<file path="config.mk">
export PLATFORM = sky130hd
export DESIGN_NAME = bottle_count_scan
export DESIGN_NICKNAME = d
export VERILOG_FILES = /design/src/rtl/bottle_count_scan_pkg.sv /design/src/rtl/bottle_count_scan_sensor_debounce.sv /design/src/rtl/bottle_count_scan.sv
export SDC_FILE = /design/constraint.sdc
export NUM_CORES = 1
export LEC_CHECK = 0
export ABC_AREA = 1
export CAP_MARGIN = 20
export CORE_ASPECT_RATIO = 1.4
export CORE_MARGIN = 2
export CORE_UTILIZATION = 25
export DETAILED_ROUTE_END_ITERATION = 16
export GPL_ROUTABILITY_DRIVEN = 0
export PLACE_DENSITY_LB_ADDON = 0.25
export SETUP_SLACK_MARGIN = 0.02
export SYNTH_ARGS = -nofsm -noshare
export SYNTH_HDL_FRONTEND = slang
export SYNTH_SLANG_ARGS = --single-unit
</file>
<file path="constraint.sdc">
create_clock -name clk -period 2 [get_ports clk]
set_input_delay 0.4 -clock clk [delete_from_list [all_inputs] [get_ports clk]]
set_output_delay 0.4 -clock clk [all_outputs]
set_load 0.005 [all_outputs]
</file>
<file path="src/rtl/bottle_count_scan_pkg.sv">
// Shared constants and BCD helper for the bottle counter / display scanner.
package bottle_count_scan_pkg;

    localparam logic [1:0] DIG_BOT_ONES = 2'd0;
    localparam logic [1:0] DIG_BOT_TENS = 2'd1;
    localparam logic [1:0] DIG_BOX_ONES = 2'd2;
    localparam logic [1:0] DIG_BOX_TENS = 2'd3;

    localparam logic [3:0] DIG_EN_RST = 4'b1110;
    localparam logic [3:0] BCD_MAX    = 4'd9;

    // Two-digit BCD increment; bit 8 is the carry out of 99 -> 00.
    function automatic logic [8:0] bcd2_inc(input logic [7:0] v);
        logic [3:0] lo;
        logic [3:0] hi;
        logic       c;
        lo = v[3:0];
        hi = v[7:4];
        c  = 1'b0;
        if (lo == BCD_MAX) begin
            lo = 4'd0;
            if (hi == BCD_MAX) begin
                hi = 4'd0;
                c  = 1'b1;
            end else begin
                hi = hi + 4'd1;
            end
        end else begin
            lo = lo + 4'd1;
        end
        return {c, hi, lo};
    endfunction

endpackage

</file>
<file path="src/rtl/bottle_count_scan_sensor_debounce.sv">
// Two-flop synchronizer plus stability-count debouncer for the bottle sensor.
module bottle_count_scan_sensor_debounce #(
    parameter int DEBOUNCE_CYCLES = 16
) (
    input  logic clk,
    input  logic rst_n,
    input  logic sensor_i,
    output logic db_o
);

    localparam int               CNT_W    = $clog2(DEBOUNCE_CYCLES);
    localparam logic [CNT_W-1:0] CNT_LAST = CNT_W'(DEBOUNCE_CYCLES - 1);

    logic [1:0]       sync_q;
    logic             db_q;
    logic [CNT_W-1:0] cnt_q;
    logic             s_sync;

    assign s_sync = sync_q[1];
    assign db_o   = db_q;

    always_ff @(posedge clk or negedge rst_n) begin
        if (!rst_n) begin
            sync_q <= 2'b00;
            db_q   <= 1'b0;
            cnt_q  <= '0;
        end else begin
            sync_q <= {sync_q[0], sensor_i};
            if (s_sync == db_q) begin
                cnt_q <= '0;
            end else if (cnt_q == CNT_LAST) begin
                // This is the last of the required consecutive disagreeing samples.
                db_q  <= s_sync;
                cnt_q <= '0;
            end else begin
                cnt_q <= cnt_q + CNT_W'(1);
            end
        end
    end

endmodule

</file>
<file path="src/rtl/bottle_count_scan.sv">
// Bottle/box BCD counter with a 4-digit multiplexed BCD display scanner.
// Optional build macro BLANK_LEADING_ZERO_EN darkens zero tens digits.
module bottle_count_scan
    import bottle_count_scan_pkg::*;
#(
    parameter int DEBOUNCE_CYCLES = 16,
    parameter int BOX_SIZE        = 12,
    parameter int SCAN_DIV        = 1000
) (
    input  logic       clk,
    input  logic       rst_n,
    input  logic       sensor,
    input  logic       enable,
    input  logic       clear,
    output logic [7:0] bottles_bcd,
    output logic [7:0] boxes_bcd,
    output logic       box_full,
    output logic       box_ovf,
    output logic [3:0] bcd,
    output logic [3:0] dig_en_n
);

    localparam int               DIV_W    = $clog2(SCAN_DIV);
    localparam logic [DIV_W-1:0] DIV_LAST = DIV_W'(SCAN_DIV - 1);
    localparam logic [7:0]       BOX_LAST = {4'((BOX_SIZE - 1) / 10), 4'((BOX_SIZE - 1) % 10)};

    logic             db;
    logic             db_prev_q;
    logic             enable_q;
    logic             evt;
    logic [7:0]       bottles_q, bottles_d;
    logic [7:0]       boxes_q, boxes_d;
    logic             full_q, full_d;
    logic             ovf_q, ovf_d;
    logic [8:0]       bot_inc, box_inc;
    logic [DIV_W-1:0] div_q, div_d;
    logic [1:0]       idx_q, idx_d;
    logic [3:0]       bcd_q, bcd_d;
    logic [3:0]       en_q, en_d;
    logic             adv;

    bottle_count_scan_sensor_debounce #(
        .DEBOUNCE_CYCLES(DEBOUNCE_CYCLES)
    ) u_sensor_debounce (
        .clk     (clk),
        .rst_n   (rst_n),
        .sensor_i(sensor),
        .db_o    (db)
    );

    // enable_q is enable as sampled on the edge where db rose.
    assign evt     = db & ~db_prev_q & enable_q;
    assign bot_inc = bcd2_inc(bottles_q);
    assign box_inc = bcd2_inc(boxes_q);

    always_comb begin
        bottles_d = bottles_q;
        boxes_d   = boxes_q;
        ovf_d     = ovf_q;
        full_d    = 1'b0;
        if (clear) begin
            bottles_d = 8'h00;
            boxes_d   = 8'h00;
            ovf_d     = 1'b0;
        end else if (evt) begin
            if (bottles_q == BOX_LAST) begin
                bottles_d = 8'h00;
                boxes_d   = box_inc[7:0];
                full_d    = 1'b1;
                if (box_inc[8]) ovf_d = 1'b1;
            end else begin
                bottles_d = bot_inc[7:0];
            end
        end
    end

    always_comb begin
        adv   = (div_q == DIV_LAST);
        div_d = adv ? '0 : div_q + DIV_W'(1);
        idx_d = adv ? idx_q + 2'd1 : idx_q;
        bcd_d = bcd_q;
        en_d  = en_q;
        if (adv) begin
            case (idx_d)
                DIG_BOT_ONES: bcd_d = bottles_q[3:0];
                DIG_BOT_TENS: bcd_d = bottles_q[7:4];
                DIG_BOX_ONES: bcd_d = boxes_q[3:0];
                default:      bcd_d = boxes_q[7:4];
            endcase
            en_d = ~(4'b0001 << idx_d);
`ifdef BLANK_LEADING_ZERO_EN
            if ((idx_d == DIG_BOT_TENS && bottles_q[7:4] == 4'd0) ||
                (idx_d == DIG_BOX_TENS && boxes_q[7:4] == 4'd0))
                en_d = 4'b1111;
`endif
        end
    end

    always_ff @(posedge clk or negedge rst_n) begin
        if (!rst_n) begin
            db_prev_q <= 1'b0;
            enable_q  <= 1'b0;
            bottles_q <= 8'h00;
            boxes_q   <= 8'h00;
            full_q    <= 1'b0;
            ovf_q     <= 1'b0;
            div_q     <= '0;
            idx_q     <= DIG_BOT_ONES;
            bcd_q     <= 4'h0;
            en_q      <= DIG_EN_RST;
        end else begin
            db_prev_q <= db;
            enable_q  <= enable;
            bottles_q <= bottles_d;
            boxes_q   <= boxes_d;
            full_q    <= full_d;
            ovf_q     <= ovf_d;
            div_q     <= div_d;
            idx_q     <= idx_d;
            bcd_q     <= bcd_d;
            en_q      <= en_d;
        end
    end

    assign bottles_bcd = bottles_q;
    assign boxes_bcd   = boxes_q;
    assign box_full    = full_q;
    assign box_ovf     = ovf_q;
    assign bcd         = bcd_q;
    assign dig_en_n    = en_q;

endmodule

</file>
# ---- Word level (Yosys, flattened, before mapping)
# Cells that the tools add are included.
dict set report word_totals {
  register_bits 47
  input_bits 5
  out_inout_bits 26
  wordCells 75
}
dict set report classes {
  n_addsub 7
  n_eq_ne 10
  shifts 1
  muxes 26
  bitwise_logic 5
  n_reduce_logical 11
}
# operator count
set op_table {}
lappend op_table {{2-to-1 mux 8 bit} 6}
lappend op_table {{2-to-1 mux 4 bit} 8}
lappend op_table {{adder 4 x 1 -> 4 bit, second input constant} 5}
lappend op_table {{equality test 4 bit, second input constant} 5}
lappend op_table {{case mux 4 bit (3 select lines)} 1}
lappend op_table {{adder 10 x 1 -> 10 bit, second input constant} 1}
lappend op_table {{equality test 10 bit, second input constant} 1}
lappend op_table {{2-to-1 mux 10 bit} 1}
lappend op_table {{2-to-1 mux 1 bit} 9}
lappend op_table {{equality test 8 x 5 -> 1 bit, second input constant} 1}
lappend op_table {{nonzero test 2 bit} 4}
lappend op_table {{AND reduction 2 bit} 3}
lappend op_table {{AND reduction 3 bit} 2}
lappend op_table {{inverter 4 bit} 1}
lappend op_table {{<< shifter 1 x 2 -> 4 bit, first input constant} 1}
lappend op_table {{nonzero test 3 bit} 1}
lappend op_table {{adder 2 x 1 -> 2 bit, second input constant} 1}
lappend op_table {{bitwise AND 1 bit} 2}
lappend op_table {{equality test 2 x 1 -> 1 bit, second input constant} 1}
lappend op_table {{equality test 2 bit, second input constant} 1}
lappend op_table {{logical NOT 2 bit} 1}
lappend op_table {{2-to-1 mux 2 bit} 1}
lappend op_table {{inverter 1 bit} 2}
lappend op_table {{equality test 1 bit} 1}

# ---- Logic depth before layout (Yosys ltp)
# Gate-level depths: netlist of the first run.
dict set report depth {
  word_depth 7
  depth_mapped 11
  depth_no_buf 11
}

# ---- By module
# A second synthesis of the first run with hierarchy kept.
dict set report unflattened {
  hier_cells 272
  hier_area_um2 2381.0
}
# mod n_inst cells_per_inst area_each_um2 seq_area_each_um2
set modules_own_cells {}
lappend modules_own_cells {bottle_count_scan 1 244 2105.8 1004.7}
lappend modules_own_cells {bottle_count_scan_sensor_debounce 1 28 275.3 175.2}

# ---- Worst setup path before layout of the first run
# No wires, ideal clock.
dict set report synth_timing {
  path_type {register to register}
  start {register div_q[0]}
  end {register bcd_q[0] (netlist: bcd[0])}
  setup_ns 0.116
  t_arrival_ns 1.299
  t_required_ns 1.884
  path_slack_ns 0.585
  path_stages_with_launch 11
  n_path_buf 0
  period_less_slack_ns 1.415
  path_cell_list {dfrtp_1 ha_1 nand2_1 nor2_8 nand3_2 nand2_4 nand2_4 o21ai_1 nand3_1 nand2_1 nand2_1}
}
dict set report synth_via {
  elab_chain_cells 4
  elab_cells_between_ends 6
  cone_classes {eq/ne (3); mux (2); reduce/logical (1)}
}
# element line_no
set synth_lines {}
lappend synth_lines {{from (decl)} bottle_count_scan.sv:36} ;# logic [DIV_W-1:0] div_q, div_d;
lappend synth_lines {{from (signal assigned)} bottle_count_scan.sv:118} ;# div_q <= div_d;
lappend synth_lines {{equality test 10 bit (*)} bottle_count_scan.sv:78} ;# adv = (div_q == DIV_LAST);
lappend synth_lines {{2-to-1 mux 2 bit (*)} bottle_count_scan.sv:80} ;# idx_d = adv ? idx_q + 2'd1 : idx_q;
lappend synth_lines {{via idx_d[1]} bottle_count_scan.sv:37} ;# logic [1:0] idx_q, idx_d;
lappend synth_lines {{equality test 2 bit (tied with other cells)} bottle_count_scan.sv:84} ;# case (idx_d)
lappend synth_lines {{case mux 4 bit (3 select lines) (*)} bottle_count_scan.sv:84}
lappend synth_lines {{to (signal assigned)} bottle_count_scan.sv:109} ;# bcd_q <= 4'h0;
lappend synth_lines {{to (signal assigned)} bottle_count_scan.sv:120} ;# bcd_q <= bcd_d;
lappend synth_lines {{to (decl)} bottle_count_scan.sv:38} ;# logic [3:0] bcd_q, bcd_d;
# The timed path passes the listed nets; every way through them passes the cells marked *.
# A chain may end at the register's enable or synchronous reset.

# ---- Worst setup path after layout of the first run
dict set report layout_timing {
  start {register bottles_q[6] (netlist: bottles_bcd[6])}
  end {output bottles_bcd[6]}
}
# element line_no
set layout_lines {}
lappend layout_lines {{from (decl)} bottle_count_scan.sv:31} ;# logic [7:0] bottles_q, bottles_d;
lappend layout_lines {{from (signal assigned)} bottle_count_scan.sv:114} ;# bottles_q <= bottles_d;
lappend layout_lines {{to (decl)} bottle_count_scan.sv:15} ;# output logic [7:0] bottles_bcd,
# No word-level cell between the ends.

==> results of run 1 <==
-- layer usage --
metal  vias to the layer above  wire length [um]  global-route usage, %
met5                         -                 0                      0
met4                         0                38                   2.64
met3                         4               136                   2.48
met2                        21              2720                   19.4
met1                       879              2300                   13.3
li1                        963                 -                      -
-- sequential cells by signal, indices dropped and copies added (netlist names) --
name and cells:
box_full 1, u_sensor_debounce.cnt_q 4, u_sensor_debounce.sync_q 2, boxes_bcd 8, dig_en_n 4, db_prev_q 1, div_q 10, idx_q 2
box_ovf 1, u_sensor_debounce.db_o 1, bcd 4, enable_q 1, bottles_bcd 8
-- synthesized netlist by cell type (all sizes together) --
cell type   n
a21oi       9
nand2      67
nor2       29
nor3b       1
ha          8
dfstp       3
buf         1
a31oi       2
mux2        1
nand3      28
o211ai      2
clkbuf      1
xor2        7
o21bai      1
o22ai       2
nor3        3
o21ai      16
xnor2       2
dfrtp      44
or2         2
inv        34
nand3b      2
a41oi       1
o21a        2
nand4       5
-- worst paths after layout --
kind | from | endpoint | slack, ps | cells past startpoint
min in group clk | u_sensor_debounce.sync_q[0] | u_sensor_debounce.sync_q[1] | 350 | 0
setup / recovery | bottles_bcd[6] | bottles_bcd[6] | 250 | 1
setup reg to reg | div_q[0] | bcd[0] | 310 | 10
max in group asynchronous | rst_n | dig_en_n[3] | 1640 | 2
hold reg to reg | u_sensor_debounce.sync_q[0] | u_sensor_debounce.sync_q[1] | 350 | 0
hold / removal | rst_n | div_q[2] | 90 | 2
-- area by class of cell --
type | instances | area, um^2
clock buffers | 6 | 139
clock inverters | 2 | 35.0
fillers | 978 | 6360
inverters | 34 | 128
multi-input cells | 190 | 1090
flip-flops and latches | 47 | 1180
well taps | 110 | 138
repair buffers | 33 | 330
-- cell families (layout without fill, tap and decap cells) --
family,after synthesis,after routing,synth area share [%]
AND/OR/NAND/NOR,137,137,29.3
adder cells (fa/ha/maj),8,8,4.15
buffers and inverters,36,75,5.66
XOR/XNOR,9,9,3.27
AO/OA/AOI/OAI,35,35,8.15
flip-flops,47,47,49.0
multiplexers,1,1,0.467
-- report_power, final --
part / internal (mW) / switching [mW] / total (mW)
logic: 0.0902 / 0.0921 / 0.182
registers: 0.982 / 0.0455 / 1.03
clock network: 0.621 / 0.339 / 0.961
total: 1.69 / 0.477 / 2.17
==> results_tabular.tex, run 1 <==
\begin{tabular}{lr}
\hline
Metric & Value \\
\hline
\multicolumn{2}{l}{\textbf{Logic synthesis}} \\
Post-synthesis area per instance & around 9 um\^{}2 \\
Fraction of post-synthesis cell area in the top cell type by area & 45.7\% \\
\#FFs+latches synth & between 40 and 50 \\
Synth area leader & sky130\_fd\_sc\_hd\_\_dfrtp\_1 \\
Sequential-to-total area share from yosys stat & about half \\
Yosys warning count & 0 \\
Gate Count Post-Synth & around 270 \\
Synthesized netlist net count & between 200 and 300 \\
Cells taking the most area after synthesis & sky130\_fd\_sc\_hd\_\_dfrtp\_1 (46\%), sky130\_fd\_sc\_hd\_\_nand2\_1 (8.7\%), sky130\_fd\_sc\_hd\_\_nand3\_1 (5.4\%) \\
Post-synthesis cell type count & 36 \\
Cell area after synthesis & between 0.002 and 0.0025 mm\^{}2 \\
\multicolumn{2}{l}{\textbf{Layout}} \\
Most common cell after layout, fill and taps aside & sky130\_fd\_sc\_hd\_\_nand2\_1 \\
Fin util & roughly 32\% \\
Fraction of final layout cells with drive strength greater than 1 & roughly 15\% \\
Area growth from synthesis to final layout & 26.3\% \\
Final cell area excluding filler cells & 0.00304 mm\^{}2 \\
Non-filler cells, final & between 400 and 500 \\
Final nets & $\sim$320 \\
Highest-count cells in the layout ignoring fill and taps & sky130\_fd\_sc\_hd\_\_nand2\_1 (56), sky130\_fd\_sc\_hd\_\_dfrtp\_1 (44), sky130\_fd\_sc\_hd\_\_clkdlybuf4s50\_1 (29) \\
Antenna diode instance count & 0 \\
\multicolumn{2}{l}{\textbf{Place}} \\
Placed Area & around 0.0029 mm\^{}2 \\
Number of buffer cells added on primary ports & 30 \\
HPWL Detailed & slightly below 4 mm \\
Number of instances in the placed design & around 410 \\
Post-Place Setup Slack & 144 ps \\
\multicolumn{2}{l}{\textbf{Timing}} \\
Setup WS post-layout & 249 ps \\
Slew of the pin with the lowest slew margin & around 330 ps \\
Max-Slew Margin vs Limit & about 78\% \\
Worst hold slack after final layout & between 90 and 100 ps \\
Total count of max-transition violations in the final report & 0 \\
Setup skew after layout & 4.99 ps \\
Final period utilization & just under 90\% \\
Number of hold violations in the final report & 0 \\
TNS Setup & 0 ps \\
Unrepaired setup endpoints after global routing & false \\
Achievable clock frequency & 571 MHz \\
Clock period minus final worst setup slack & 1750 ps \\
Final setup violation count & 0 \\
\multicolumn{2}{l}{\textbf{Clock network}} \\
Clock buffer depth & 2 \\
Count of buffers added by post-CTS timing repair for setup & 0 \\
Total number of clock tree sinks & 47 \\
H-tree depth reported by CTS & 2 \\
Gates resized, CTS repair & 0 \\
CTS buffer count & 5 \\
Count of hold buffers inserted by post-cts repair & 0 \\
Root buffer selected by CTS & sky130\_fd\_sc\_hd\_\_clkbuf\_16 \\
Clk pin slew, worst setup/hold paths & 60 ps \\
Clock Latency Late Sink & 280 ps \\
TritonCTS clock tree & built \\
\multicolumn{2}{l}{\textbf{Drt}} \\
Final routed wirelength across all metal layers & between 5 and 6 mm \\
WL per Instance & about 12 um \\
DRT Pass-1 Iters & 4 \\
Vias per inst & 4.42 \\
Detailed router's first-iteration violation count & 61 \\
Number of vias in the routed layout & around 1.9k \\
Post-detailed-route DRC marker count & 0 \\
Post-DRT Antenna Nets & 0 \\
\multicolumn{2}{l}{\textbf{Pwr}} \\
Maximum vdd ir drop & about 0.00039 V \\
Sum of internal, switching and leakage power & 2.17 mW \\
Power density normalized to cell area & between 700 and 800 mW/mm\^{}2 \\
Leakage power & roughly 1.4 nW \\
\multicolumn{2}{l}{\textbf{Floorplanning}} \\
Top-Level Pins & 31 \\
Die extent in y & $\sim$120 um \\
Count of standard-cell rows & 42 \\
DIE WIDTH & 87.0 um \\
Die Footprint & 0.0105 mm\^{}2 \\
Core footprint & roughly 0.0094 mm\^{}2 \\
Starting density of the core & 25.6\% \\
\multicolumn{2}{l}{\textbf{Hold path}} \\
Worst min-delay path category & input port to async pin \\
\multicolumn{2}{l}{\textbf{GRT}} \\
Global-route congestion overflow total & 0 \\
Maximum number of pins on one net before global-route repair & 48 \\
Overall Global Routing Usage & $\sim$11\% \\
Global-route wire length before repair & 9.18 mm \\
Via count of the first global-routing pass & 1924 \\
Initial antenna violation count & 0 \\
\multicolumn{2}{l}{\textbf{Critical path}} \\
Worst-path cell with the longest stage delay & sky130\_fd\_sc\_hd\_\_clkdlybuf4s50\_1 \\
Crit path buffers/inverters & 1 \\
Arrival @ worst endpoint & 1350 ps \\
Cell-by-cell trace of the critical path & clkdlybuf4s50\_1 \\
Cell family with most CP delay & buffers and inverters \\
Required time at the worst-slack endpoint & roughly 1600 ps \\
Kind of start point of the critical path & flip-flop \\
Endpoint kind of the worst setup timing path & output port \\
Maximum fanout along the worst path & 6 \\
Type of the worst setup path & flip-flop to output port \\
Peak per-stage delay on the critical path & roughly 560 ps \\
\multicolumn{2}{l}{\textbf{Job}} \\
Max Cap Violations & 0 \\
\multicolumn{2}{l}{\textbf{Run status}} \\
Status & finished, final reports clean \\
\hline
\end{tabular}
No activity file was read; power rests on OpenSTA's default activity.
==> inputs of run 2 (changes only) <==
--- a/config.mk
+++ b/config.mk
@@ -6,7 +6,6 @@
 export NUM_CORES = 1
 export LEC_CHECK = 0
 export ABC_AREA = 1
-export CAP_MARGIN = 20
 export CORE_ASPECT_RATIO = 1.4
 export CORE_MARGIN = 2
 export CORE_UTILIZATION = 25
@@ -16,4 +15,5 @@
 export SETUP_SLACK_MARGIN = 0.02
 export SYNTH_ARGS = -nofsm -noshare
 export SYNTH_HDL_FRONTEND = slang
+export SYNTH_HIERARCHICAL = 1
 export SYNTH_SLANG_ARGS = --single-unit
==> run 2 against run 1 <==
Against the previous run:
- power up 0.71%
- via count up 4.2%
- final area down 1.7%
- synthesized cell count decreased by 0.37%
- final cell count decreased by 0.24%
- setup slack gained 1.7 ps
- core utilization is 0.37 points lower
- clock-buffer cell count up 2
- global-route usage is 0.11 points higher
- critical path type is now flip-flop to flip-flop
- critical endpoint is now bcd[1]
==> results_tabular.tex, run 2 <==
\begin{tabular}{lr}
\hline
Metric & Value \\
\hline
\multicolumn{2}{l}{\textbf{Run status}} \\
Status & finished, final reports clean \\
\multicolumn{2}{l}{\textbf{Layout}} \\
Flip-flop count of the largest register after layout & 10 \\
Antenna diode instance count & 0 \\
Area of the multi-input gates & 0.00104 mm\^{}2 \\
Area growth from synthesis to final layout & 25.6\% \\
Fill cells & 1018 \\
Storage cell area & 0.00118 mm\^{}2 \\
Highest-count cells in the layout ignoring fill and taps & sky130\_fd\_sc\_hd\_\_nand2\_1 (63), sky130\_fd\_sc\_hd\_\_dfrtp\_1 (44), sky130\_fd\_sc\_hd\_\_inv\_1 (32) \\
Biggest register & div\_q \\
Fraction of final layout cells with drive strength greater than 1 & a little under an eighth \\
Final nets & approximately 320 \\
Most common cell after layout, fill and taps aside & sky130\_fd\_sc\_hd\_\_nand2\_1 \\
\multicolumn{2}{l}{\textbf{Place}} \\
Number of buffer cells added on primary ports & 30 \\
HPWL Detailed & around 3.9 mm \\
\multicolumn{2}{l}{\textbf{Logic synthesis}} \\
Fraction of post-synthesis cell area in the top cell type by area & between 40\% and 50\% \\
\#FFs+latches synth & 47 \\
Number of synthesized flops with an enable pin & 0 \\
Yosys warning count & 6 \\
Sequential-to-total area share from yosys stat & 49.6\% \\
Cells taking the most area after synthesis & sky130\_fd\_sc\_hd\_\_dfrtp\_1 (46\%), sky130\_fd\_sc\_hd\_\_nand2\_1 (9.9\%), sky130\_fd\_sc\_hd\_\_nand3\_1 (5.7\%) \\
Synth area leader & sky130\_fd\_sc\_hd\_\_dfrtp\_1 \\
Cell area after synthesis & between 0.002 and 0.0025 mm\^{}2 \\
Most frequently used flop master after synthesis & sky130\_fd\_sc\_hd\_\_dfrtp\_1 \\
Gate Count Post-Synth & roughly 270 \\
Post-synthesis cell type count & 36 \\
Post-synthesis area per instance & approximately 8.8 um\^{}2 \\
Synth cell count leaders & sky130\_fd\_sc\_hd\_\_nand2\_1 (63), sky130\_fd\_sc\_hd\_\_dfrtp\_1 (44), sky130\_fd\_sc\_hd\_\_inv\_1 (32), sky130\_fd\_sc\_hd\_\_nand3\_1 (27), sky130\_fd\_sc\_hd\_\_nor2\_1 (16) \\
Count leader, synth & sky130\_fd\_sc\_hd\_\_nand2\_1 \\
Synthesized netlist net count & roughly 290 \\
Post-synthesis async set-or-reset flop share & 100\% \\
\multicolumn{2}{l}{\textbf{Timing}} \\
TNS Setup & 0 ps \\
Unrepaired setup endpoints after global routing & false \\
Number of hold violations in the final report & 0 \\
Worst hold slack after final layout & 86.8 ps \\
Achievable clock frequency & about 570 MHz \\
Final period utilization & $\sim$87\% \\
Max-Slew Margin vs Limit & 79.2\% \\
Clock period minus final worst setup slack & 1750 ps \\
Final setup violation count & 0 \\
Setup skew after layout & 3.66 ps \\
Total count of max-transition violations in the final report & 0 \\
Slew of the pin with the lowest slew margin & about 310 ps \\
\multicolumn{2}{l}{\textbf{Critical path}} \\
Crit path buffers/inverters & 0 \\
Worst-path cell with the longest stage delay & sky130\_fd\_sc\_hd\_\_dfrtp\_1 \\
Peak per-stage delay on the critical path & $\sim$360 ps \\
Worst Reg2Reg Path Length in Cells & 10 \\
Maximum fanout along the worst path & 11 \\
Most frequent cell on the critical path & sky130\_fd\_sc\_hd\_\_nand2\_1 \\
Stages on worst setup path & 10 \\
Type of the worst setup path & flip-flop to flip-flop \\
Endpoint kind of the worst setup timing path & flip-flop \\
Kind of start point of the critical path & flip-flop \\
Cell-by-cell trace of the critical path & ha\_1 -> nand2\_1 -> nor2\_2 -> nand3\_4 -> nand2\_1 -> nand2\_2 -> nand3\_1 -> nand3\_1 -> nand2\_1 -> nand2\_1 \\
Required time at the worst-slack endpoint & 2180 ps \\
Cell family with most CP delay & simple AND/OR/NAND/NOR gates \\
Arrival @ worst endpoint & around 1900 ps \\
\multicolumn{2}{l}{\textbf{Floorplanning}} \\
Die Footprint & between 0.01 and 0.015 mm\^{}2 \\
Starting density of the core & 25.5\% \\
Die extent in y & $\sim$120 um \\
DIE WIDTH & just under 90 um \\
Core footprint & just over 0.009 mm\^{}2 \\
Count of standard-cell rows & 42 \\
Top-Level Pins & 31 \\
\multicolumn{2}{l}{\textbf{Clock network}} \\
Count of hold buffers inserted by post-cts repair & 0 \\
Clock buffer depth & 2 \\
Gates resized, CTS repair & 0 \\
Clk pin slew, worst setup/hold paths & roughly 60 ps \\
Root buffer selected by CTS & sky130\_fd\_sc\_hd\_\_clkbuf\_16 \\
Clock Latency Late Sink & roughly 290 ps \\
Total number of clock tree sinks & 47 \\
TritonCTS clock tree & built \\
CTS buffer count & 5 \\
H-tree depth reported by CTS & 2 \\
Count of buffers added by post-CTS timing repair for setup & 0 \\
\multicolumn{2}{l}{\textbf{Job}} \\
Max Cap Violations & 0 \\
\multicolumn{2}{l}{\textbf{Drt}} \\
Detailed router's first-iteration violation count & 52 \\
Post-detailed-route DRC marker count & 0 \\
WL per Instance & 12.5 um \\
DRT Pass-1 Iters & 4 \\
Final routed wirelength across all metal layers & $\sim$5.3 mm \\
Post-DRT Antenna Nets & 0 \\
Number of vias in the routed layout & 1945 \\
Vias per inst & between 4 and 5 \\
\multicolumn{2}{l}{\textbf{GRT}} \\
Overall Global Routing Usage & approximately 11\% \\
Global-route wire length before repair & roughly 9.1 mm \\
Initial antenna violation count & 0 \\
Maximum number of pins on one net before global-route repair & 48 \\
Via count of the first global-routing pass & slightly below 2k \\
Global-route congestion overflow total & 0 \\
\multicolumn{2}{l}{\textbf{Pwr}} \\
Leakage power & 1.42 nW \\
Maximum vdd ir drop & roughly 0.00046 V \\
Power density normalized to cell area & around 730 mW/mm\^{}2 \\
\multicolumn{2}{l}{\textbf{Hold path}} \\
Worst min-delay path category & input port to async pin \\
\hline
\end{tabular}
[run 2: per-layer routing]
metal	GRT usage [%]	up-vias	wire, um
met5	0	-	0
met4	4.30	0	88
met3	2.08	6	131
met2	19.8	29	2860
met1	12.9	938	2180
li1	-	972	-
[run 2: stage by stage]
step	std cells	area [um^2]	total power [mW]	util (%)	setup WS, ps
floorplan	272	2380	1.18	-	475
global placement	413	2840	1.33	30.3	150
detailed placement	413	2840	1.33	30.3	142
CTS	421	2990	2.23	32.0	214
global route	421	2990	2.29	32.0	59.4
finish	421	2990	2.19	32.0	251
[run 2: power breakdown]
| group | internal [mW] | switching [mW] | leakage, nW | total [mW] |
|---|---|---|---|---|
| logic | 0.125 | 0.127 | 0.727 | 0.252 |
| clock network | 0.533 | 0.351 | 0.0772 | 0.884 |
| registers | 0.994 | 0.0557 | 0.615 | 1.05 |
| total | 1.65 | 0.533 | 1.42 | 2.19 |
[run 2: worst paths after layout]
path                                             start                     endpoint  slack [ps]
max                                           div_q[0]                       bcd[1]         250
max in group asynchronous                        rst_n                  dig_en_n[1]        1640
min                                              rst_n   u_sensor_debounce/cnt_q[3]          90
min in group clk           u_sensor_debounce/sync_q[0]  u_sensor_debounce/sync_q[1]         350
min reg2reg                u_sensor_debounce/sync_q[0]  u_sensor_debounce/sync_q[1]         350
max reg2reg                                   div_q[0]                       bcd[1]         250
[run 2: cell families (layout without fill, tap and decap cells)]
logic type	Yosys count	in the layout	synth area share (%)
flip-flops	47	47	49.6
buffers and inverters	39	78	6.57
AO/OA/AOI/OAI	36	36	8.88
XOR/XNOR	7	7	2.57
adder cells (fa/ha/maj)	8	8	4.20
AND/OR/NAND/NOR	135	135	28.2
[run 2: final cells by class]
cell class | instances | share of cell area, %
Sequential cell | 47 | 39.4
Tap cell | 110 | 4.60
Multi-Input combinational cell | 186 | 34.9
Timing Repair Buffer | 34 | 11.3
Inverter | 36 | 4.52
Clock buffer | 8 | 5.23
